<file path="src/rtl/fetch_pc_unit.sv">
`default_nettype none
// ============================================================================
// Module      : fetch_pc_unit
// Description : Instruction-fetch stage. Holds the PC, fetches one word per
//               instruction over a req/ready handshake, presents it to the
//               decoder and selects the next PC from the decoder/ALU controls.
//               Optional fetch watchdog enabled by FETCH_TIMEOUT_WDOG_EN.
// Revision    : 1.0 - initial release
// ============================================================================
module fetch_pc_unit #(
    parameter logic [31:0] RESET_PC       = 32'h0000_0000,
    parameter int unsigned TIMEOUT_CYCLES = 16
) (
    input  logic        clk,
    input  logic        reset,
    output logic        imem_req,
    output logic [31:0] imem_addr,
    input  logic [31:0] imem_rdata,
    input  logic        imem_ready,
    output logic [31:0] instr,
    output logic        instr_valid,
    input  logic        advance,
    input  logic        branch,
    input  logic        branch_not_equal,
    input  logic        jump,
    input  logic        jump_link,
    input  logic        zero,
    input  logic [31:0] imm_ext,
    output logic [31:0] pc,
    output logic [31:0] link_addr,
    output logic        link_we,
    output logic [31:0] retired,
    output logic        fetch_timeout
);

    typedef enum logic [1:0] {
        IDLE  = 2'd0,
        FETCH = 2'd1,
        EXEC  = 2'd2
    } state_t;

    state_t      state_q, state_d;
    logic [31:0] pc_q, pc_d;
    logic [31:0] instr_q, instr_d;
    logic        valid_q, valid_d;
    logic [31:0] retired_q, retired_d;

    logic [31:0] w_pc4;
    logic        w_branch_taken;
    logic [31:0] w_next_pc;

    assign w_pc4 = pc_q + 32'd4;

    // Next-PC selection: jump overrides branch (branch bits may be X on jumps)
    always_comb begin
        w_branch_taken = (branch & zero) | (branch_not_equal & ~zero);
        if (jump) begin
            w_next_pc = {w_pc4[31:28], instr_q[25:0], 2'b00};
        end else if (w_branch_taken) begin
            w_next_pc = w_pc4 + {imm_ext[29:0], 2'b00};
        end else begin
            w_next_pc = w_pc4;
        end
    end

    // Fetch/execute sequencing and handshake outputs
    always_comb begin
        state_d   = state_q;
        pc_d      = pc_q;
        instr_d   = instr_q;
        valid_d   = valid_q;
        retired_d = retired_q;
        imem_req  = 1'b0;
        link_we   = 1'b0;
        case (state_q)
            IDLE: begin
                state_d = FETCH;
            end
            FETCH: begin
                imem_req = 1'b1;
                if (imem_ready) begin
                    instr_d = imem_rdata;
                    valid_d = 1'b1;
                    state_d = EXEC;
                end
            end
            EXEC: begin
                if (advance) begin
                    pc_d      = w_next_pc;
                    retired_d = retired_q + 32'd1;
                    valid_d   = 1'b0;
                    link_we   = jump_link & valid_q;
                    state_d   = FETCH;
                end
            end
            default: begin
                state_d = IDLE;
            end
        endcase
    end

    // State and datapath registers; reset discards any in-flight fetch
    always_ff @(posedge clk or posedge reset) begin
        if (reset) begin
            state_q   <= IDLE;
            pc_q      <= RESET_PC;
            instr_q   <= 32'd0;
            valid_q   <= 1'b0;
            retired_q <= 32'd0;
        end else begin
            state_q   <= state_d;
            pc_q      <= pc_d;
            instr_q   <= instr_d;
            valid_q   <= valid_d;
            retired_q <= retired_d;
        end
    end

    assign imem_addr   = pc_q;
    assign pc          = pc_q;
    assign instr       = instr_q;
    assign instr_valid = valid_q;
    assign retired     = retired_q;
    assign link_addr   = w_pc4;

`ifdef FETCH_TIMEOUT_WDOG_EN
    localparam logic [8:0] c_TIMEOUT = 9'(TIMEOUT_CYCLES);

    logic [7:0] wd_cnt_q, wd_cnt_d;
    logic       timeout_q, timeout_d;

    // Count unanswered FETCH cycles; flag is sticky and purely diagnostic
    always_comb begin
        wd_cnt_d  = wd_cnt_q;
        timeout_d = timeout_q;
        if ((state_d == FETCH) && (state_q != FETCH)) begin
            wd_cnt_d = 8'd0;
        end else if ((state_q == FETCH) && !imem_ready) begin
            if (wd_cnt_q != 8'hFF) begin
                wd_cnt_d = wd_cnt_q + 8'd1;
            end
            if (({1'b0, wd_cnt_q} + 9'd1) >= c_TIMEOUT) begin
                timeout_d = 1'b1;
            end
        end
    end

    // Watchdog registers
    always_ff @(posedge clk or posedge reset) begin
        if (reset) begin
            wd_cnt_q  <= 8'd0;
            timeout_q <= 1'b0;
        end else begin
            wd_cnt_q  <= wd_cnt_d;
            timeout_q <= timeout_d;
        end
    end

    assign fetch_timeout = timeout_q;
`else
    assign fetch_timeout = 1'b0;
`endif

endmodule
`default_nettype wire

</file>
<file path="config.mk">
export PLATFORM = sky130hd
export DESIGN_NAME = fetch_pc_unit
export DESIGN_NICKNAME = d
export VERILOG_FILES = /design/src/rtl/fetch_pc_unit.sv
export SDC_FILE = /design/constraint.sdc
export NUM_CORES = 1
export LEC_CHECK = 0
export CORE_ASPECT_RATIO = 0.9
export CORE_MARGIN = 1
export CORE_UTILIZATION = 46
export DETAILED_ROUTE_END_ITERATION = 12
export MAX_ROUTING_LAYER = met4
export PLACE_DENSITY = 0.87
export SLEW_MARGIN = 15
export SYNTH_ARGS = -nofsm -noshare
export SYNTH_HDL_FRONTEND = slang
export SYNTH_SLANG_ARGS = --single-unit
</file>
<file path="constraint.sdc">
create_clock -name clk -period 3.8 [get_ports clk]
set_input_delay 0.95 -clock clk [delete_from_list [all_inputs] [get_ports clk]]
set_output_delay 0.95 -clock clk [all_outputs]
set_load 0.01 [all_outputs]
</file>
* Yosys cells after proc, flatten, opt, wreduce, memory -nomap -nowiden
Cells that the tools add are included.
Operators by class: shifts and indexed selects 0, reductions and logical operators 6, bitwise gates (word level) 5, eq/ne operators 4, mux-type cells 11, $lt $le $gt $ge 0, div/mod/pow operators 0, multiply operators 0, add/subtract/negate cells 3
Operators by type and width (count):
- $mux W32 | 2
- $add A32 B1 Y32 const B | 1
- $add A32 B3 Y32 const B | 1
- $add A32 B32 Y32 | 1
- $pmux W2 S3 | 1
- $reduce_and A2 Y1 | 3
- $mux W1 | 5
- $mux W2 | 2
- $ne A2 B2 Y1 const B | 2
- $and A1 B1 Y1 | 3
- $reduce_and A3 Y1 | 1
- $eq A2 B1 Y1 const B | 1
- $eq A2 B2 Y1 const B | 1
- $logic_not A2 Y1 | 1
- $pmux W1 S2 | 1
- $reduce_bool A2 Y1 | 1
- $not A1 Y1 | 1
- $or A1 B1 Y1 | 1
Storage, ports and cells: memory bits (read-only) 0, memory bits (writable) 0, logic and storage cells 34, bits in registers 99, memories 0, input port bits 73, latch bits 0

* Logic depth before layout (Yosys ltp)
depth in word-level cells 5, depth in mapped cells 17, mapped depth without buffers 16

* Worst setup path before layout
Ideal clock, no wire load.
path type register to register, start register pc_q[4] (netlist: imem_addr[4]), end register pc_q[25] (netlist: imem_addr[25]), data required time 3.723 ns, buffers on the path 1, library setup time 0.077 ns, arrival 3.701 ns, cell stages (with the launch flop) 18, setup slack 0.023 ns, period minus slack after synthesis 3.777 ns, cells stage by stage dfrtp_1 -> and4_1 -> and4_1 -> buf_2 -> nand3_2 -> nor2b_2 -> nand2_1 -> xnor2_1 -> ha_1 -> a21oi_1 -> nor2_1 -> nor3_1 -> nor2_1 -> o41ai_1 -> mux2_2 -> a2111oi_2 -> a221oi_2 -> o21ai_1
On the way: longest elaborated chain between the ends 4
RTL lines:
- start, declared | RTL line 43 | logic [31:0] pc_q, pc_d;
- start signal, assigned | RTL line 112 | pc_q <= pc_d;
- $add A32 B3 Y32 | RTL line 52 | assign w_pc4 = pc_q + 32'd4;
- via link_addr[21] | RTL line 30 | output logic [31:0] link_addr,
- $add A32 B32 Y32 | RTL line 60 | w_next_pc = w_pc4 + {imm_ext[29:0], 2'b00};
- $mux W32 | RTL line 59 | end else if (w_branch_taken) begin
- $mux W32 | RTL line 57 | if (jump) begin
The timed path passes the listed nets, and every way through them passes these cells. A chain may end at the register's enable or synchronous reset.

* Final worst setup path
start register pc_q[4] (netlist: imem_addr[4]), end output port link_addr[31]
On the way: longest elaborated chain between the ends 1
RTL lines (RTL line):
- $add A32 B3 Y32 | 52
- end, declared | 30
No other way between the ends.

==> flow_summary_export.csv <==
group,metric,value,unit
outcome,run_status,"finished clean",
synth,synth_flop_cell,"sky130_fd_sc_hd__dfrtp_1",
routing,viasPerCell,5.488,
timing,tightest_slew,897.2,ps
synth,yosys_warnings,0,
global_route,grt_max_degree,50,
global_route,grt_util_all_layers,29.53,%
power,p_per_area,762.3,mW/mm²
die,cell_row_count,41,
clocking,clkLatencyLatePin,360,ps
finish,core_occupancy_in_the_finished_layout,69.49,%
placed_design,pre_cts_slack,-40.45,ps
clocking,clkSinkCount,97,
synth,netlist_instances,721,
die,design.core.area,0.01406,mm²
worst_setup_path,critical_path.startpoint,"imem_addr[4]$_DFFE_PP0P_",
placed_design,hpwl,16110,µm
timing,final.setup.tns,0,ps
routing,drt.antenna.violating_nets,0,
routing,detailedRoute.firstIterationViolations,474,
finish,syn_to_final_growth,46.62,%
timing,achievable-frequency,271.5,MHz
worst_setup_path,regToRegStartpoint,"imem_addr[4]$_DFFE_PP0P_",
global_route,overflow,0,
routing,dr_total_vias,6470,
finish,fin_cells,1179,
die,effective_utilization_at_floorplan,47.39,%
synth,synthesis.area_per_instance,9.239,µm²
worst_setup_path,criticalPathCategory,"flip-flop to output port",
finish,layout-drive-gt1-share,16.13,%
die,design.portCount,237,
power,vdd_ir_drop_max,489.0,µV
timing,final-hold-violation-count,0,
worst_setup_path,critPathCapture,"link_addr[31]",
timing,relSlewSlack,39.97,%
synth,synth_top_cell_area_share,36.44,%
synth,yosysTopAreaCell,"sky130_fd_sc_hd__dfrtp_1",
clocking,largest_buffer_count_on_any_clock_path,2,
synth,yosys_register_bits,97,
synth,synth_top_cells_by_area,"sky130_fd_sc_hd__dfrtp_1 36%, sky130_fd_sc_hd__xnor2_1 7.4%, sky130_fd_sc_hd__ha_1 6.9%, sky130_fd_sc_hd__mux2_2 5.7%, sky130_fd_sc_hd__nand2_1 5.1%",
clocking,cts_tree,"yes",
worst_setup_path,cp.required,2850,ps
routing,dr.pass1.iters,7,
worst_setup_path,ff2ff_setup_slack,170,ps
synth,postSynth.asyncResetShare,100.0,%
power,p_leak,4.264,nW
clocking,clkTransAtPathRegs,80,ps
timing,finalSetupViolCount,0,
placed_design,placement.io_buffers,227,
die,die_x,128.8,µm
finish,diodes,0,
placed_design,gpl.final_weighted_congestion,0.9941,
global_route,grt_antenna_before_repair,0,
synth,mappedNetlistArea,0.006661,mm²
flow_run,reported_max_cap_violation_count,0,
routing,route.detailed.drc,0,
timing,finalCritPeriodShare,96.94,%
timing,worst_setup_skew_after_layout,6.570,ps
timing,worst_setup_slack_after_layout,116.1,ps
finish,finalNetCount,1092,
global_route,global_route_wire_length_before_repair,32600,µm
clocking,clock_buffers_created_by_tritoncts,9,
worst_setup_path,rr_worst_depth,18,
timing,slew_viol_final,0,
clocking,cts-root-buf,"sky130_fd_sc_hd__clkbuf_16",
worst_setup_path,crit-reg2reg-capture,"imem_addr[31]$_DFFE_PP0P_",
routing,detail_route.wl_per_cell,17.99,µm
synth,synth_sequential_area_ratio,36.44,%
global_route,vias_in_the_first_global_route,6299,
die,floorplan.die_area,0.01497,mm²
min_path,worst_hold_path_type,"flip-flop to flip-flop",
synth,count_of_flip_flops_with_a_built_in_enable_after_synthesis,0,
worst_setup_path,critical_path.startpoint_type,"flip-flop",
die,height_of_the_die,116.2,µm
worst_setup_path,cp-end-kind,"output port",
synth,ys_types,67,
worst_setup_path,cp.arrival,2730,ps
timing,finalCriticalPeriod,3684,ps
routing,drt-total-wl,21220,µm
placed_design,placed_cells_incl_taps,1161,
worst_setup_path,crit_fanout,4,
clocking,htree_num_levels,3,
[sequential cells by signal, summed over array words and instances (netlist names)]
signal       count
instr_valid      1
state_q          2
instr           32
imem_addr       30
retired         32
[cell families (layout without fill, tap and decap cells)]
kind of cell,after synthesis,count (layout),synth area share [%]
simple gates,236,236,17.22
fa+ha+maj,38,38,7.250
compound gates,151,151,14.71
xor+xnor,83,83,10.91
buf+inv,77,336,7.062
mux,38,38,6.349
other cells,1,7,0.05629
flops,97,97,36.44
[final cells by class]
| class | count | area [µm²] |
|---|---|---|
| Sequential cell | 97 | 2427 |
| Multi-Input combinational cell | 553 | 3874 |
| Timing Repair Buffer | 302 | 2848 |
| Inverter | 18 | 70.07 |
| Clock inverter | 7 | 81.33 |
| Tap cell | 193 | 241.5 |
| Fill cell | 1130 | 4289 |
| Clock buffer | 9 | 225.2 |
[where the power goes]
part           internal, mW  total [mW]  leakage, nW  switching (mW)
clock network         0.470       0.943        0.150           0.473
logic                  2.52        4.75         2.89            2.23
registers              1.38        1.75         1.23           0.368
[critical path, stage by stage, from the launching register on]
cell and delay [ps]:
sky130_fd_sc_hd__dfrtp_1 370, sky130_fd_sc_hd__and4_1 250, sky130_fd_sc_hd__and4_4 300, sky130_fd_sc_hd__nand3_2 120
sky130_fd_sc_hd__nor2b_4 180, sky130_fd_sc_hd__buf_4 150, sky130_fd_sc_hd__nand2_1 50, sky130_fd_sc_hd__nor2_1 130
sky130_fd_sc_hd__xor2_1 250, sky130_fd_sc_hd__clkdlybuf4s50_1 580
[synth_stat cells, drive strengths merged (2+ instances only)]
cell type,instances
a221oi,2
a31oi,4
nor2,46
and4,7
ha,37
nor2b,4
mux2i,4
buf,41
xnor2,56
inv,17
o41ai,2
and2,2
a31o,3
a222oi,2
o21bai,8
a21o,7
a211oi,5
a21oi,46
clkbuf,18
nand2b,6
or3,4
nand3,30
o211ai,11
a211o,2
nand4,15
dfrtp,97
a221o,2
a311oi,2
xor2,27
and3,18
o21ai,40
o221ai,3
nor3,7
o31ai,4
nor4,2
o22ai,3
nand2,91
mux2,34
[routing by layer]
metal	wire length, µm	up-vias	GRT usage (%)
li1	-	3037	-
met1	9126	3117	37.79
met2	10010	273	47.60
met3	1593	43	5.222
met4	484	0	9.725
met5	0	-	-
[layout by cell type, fill, tap and decap left out, drive strengths merged, types with 4 or more instances in the layout]
cell type,count
a21o,7
nor3,7
conb,7
nand2,91
clkbuf,9
nand2b,6
buf,75
nand3,30
and4,7
mux2,34
clkinv,5
a211oi,5
o211ai,11
o21ai,40
or3,4
inv,20
clkdlybuf4s50,227
o31ai,4
dfrtp,97
and3,18
nand4,15
a21oi,46
nor2b,4
a31oi,4
ha,37
o21bai,8
mux2i,4
xor2,27
xnor2,56
nor2,46
[worst min path at each step]
stage                                       start  cells after the start  slack [ps]                 endpoint
after CTS                 retired[31]$_DFFE_PP0P_                      1         480  retired[31]$_DFFE_PP0P_
after global routing      retired[31]$_DFFE_PP0P_                      1         510  retired[31]$_DFFE_PP0P_
after global placement    retired[31]$_DFFE_PP0P_                      1         460  retired[31]$_DFFE_PP0P_
after detailed placement  retired[31]$_DFFE_PP0P_                      1         460  retired[31]$_DFFE_PP0P_
final                     retired[31]$_DFFE_PP0P_                      1         480  retired[31]$_DFFE_PP0P_
after floorplan            state_q[0]$_DFFE_PP0P_                      1         500   state_q[1]$_DFFE_PP0P_
[repair_timing]
item                                    4_1_cts  5_1_grt
hold buffers                                  0        0
setup buffers                                 0        2
resized for setup                             3       13
pin swaps                                     0        3
endpoints found under the setup margin        5       12
endpoints found under the hold margin         0        0
[through the flow]
step / hold WS (ps) / total power, mW / area [µm²]
finish: 476.8 / 7.446 / 9767
global placement: 462.2 / 6.300 / 9364
floorplan: 497.8 / 4.209 / 6684
detailed placement: 464.6 / 6.394 / 9364
CTS: 479.8 / 7.380 / 9684
global route: 506.6 / 7.927 / 9767
(Power assumes the default switching activity.)
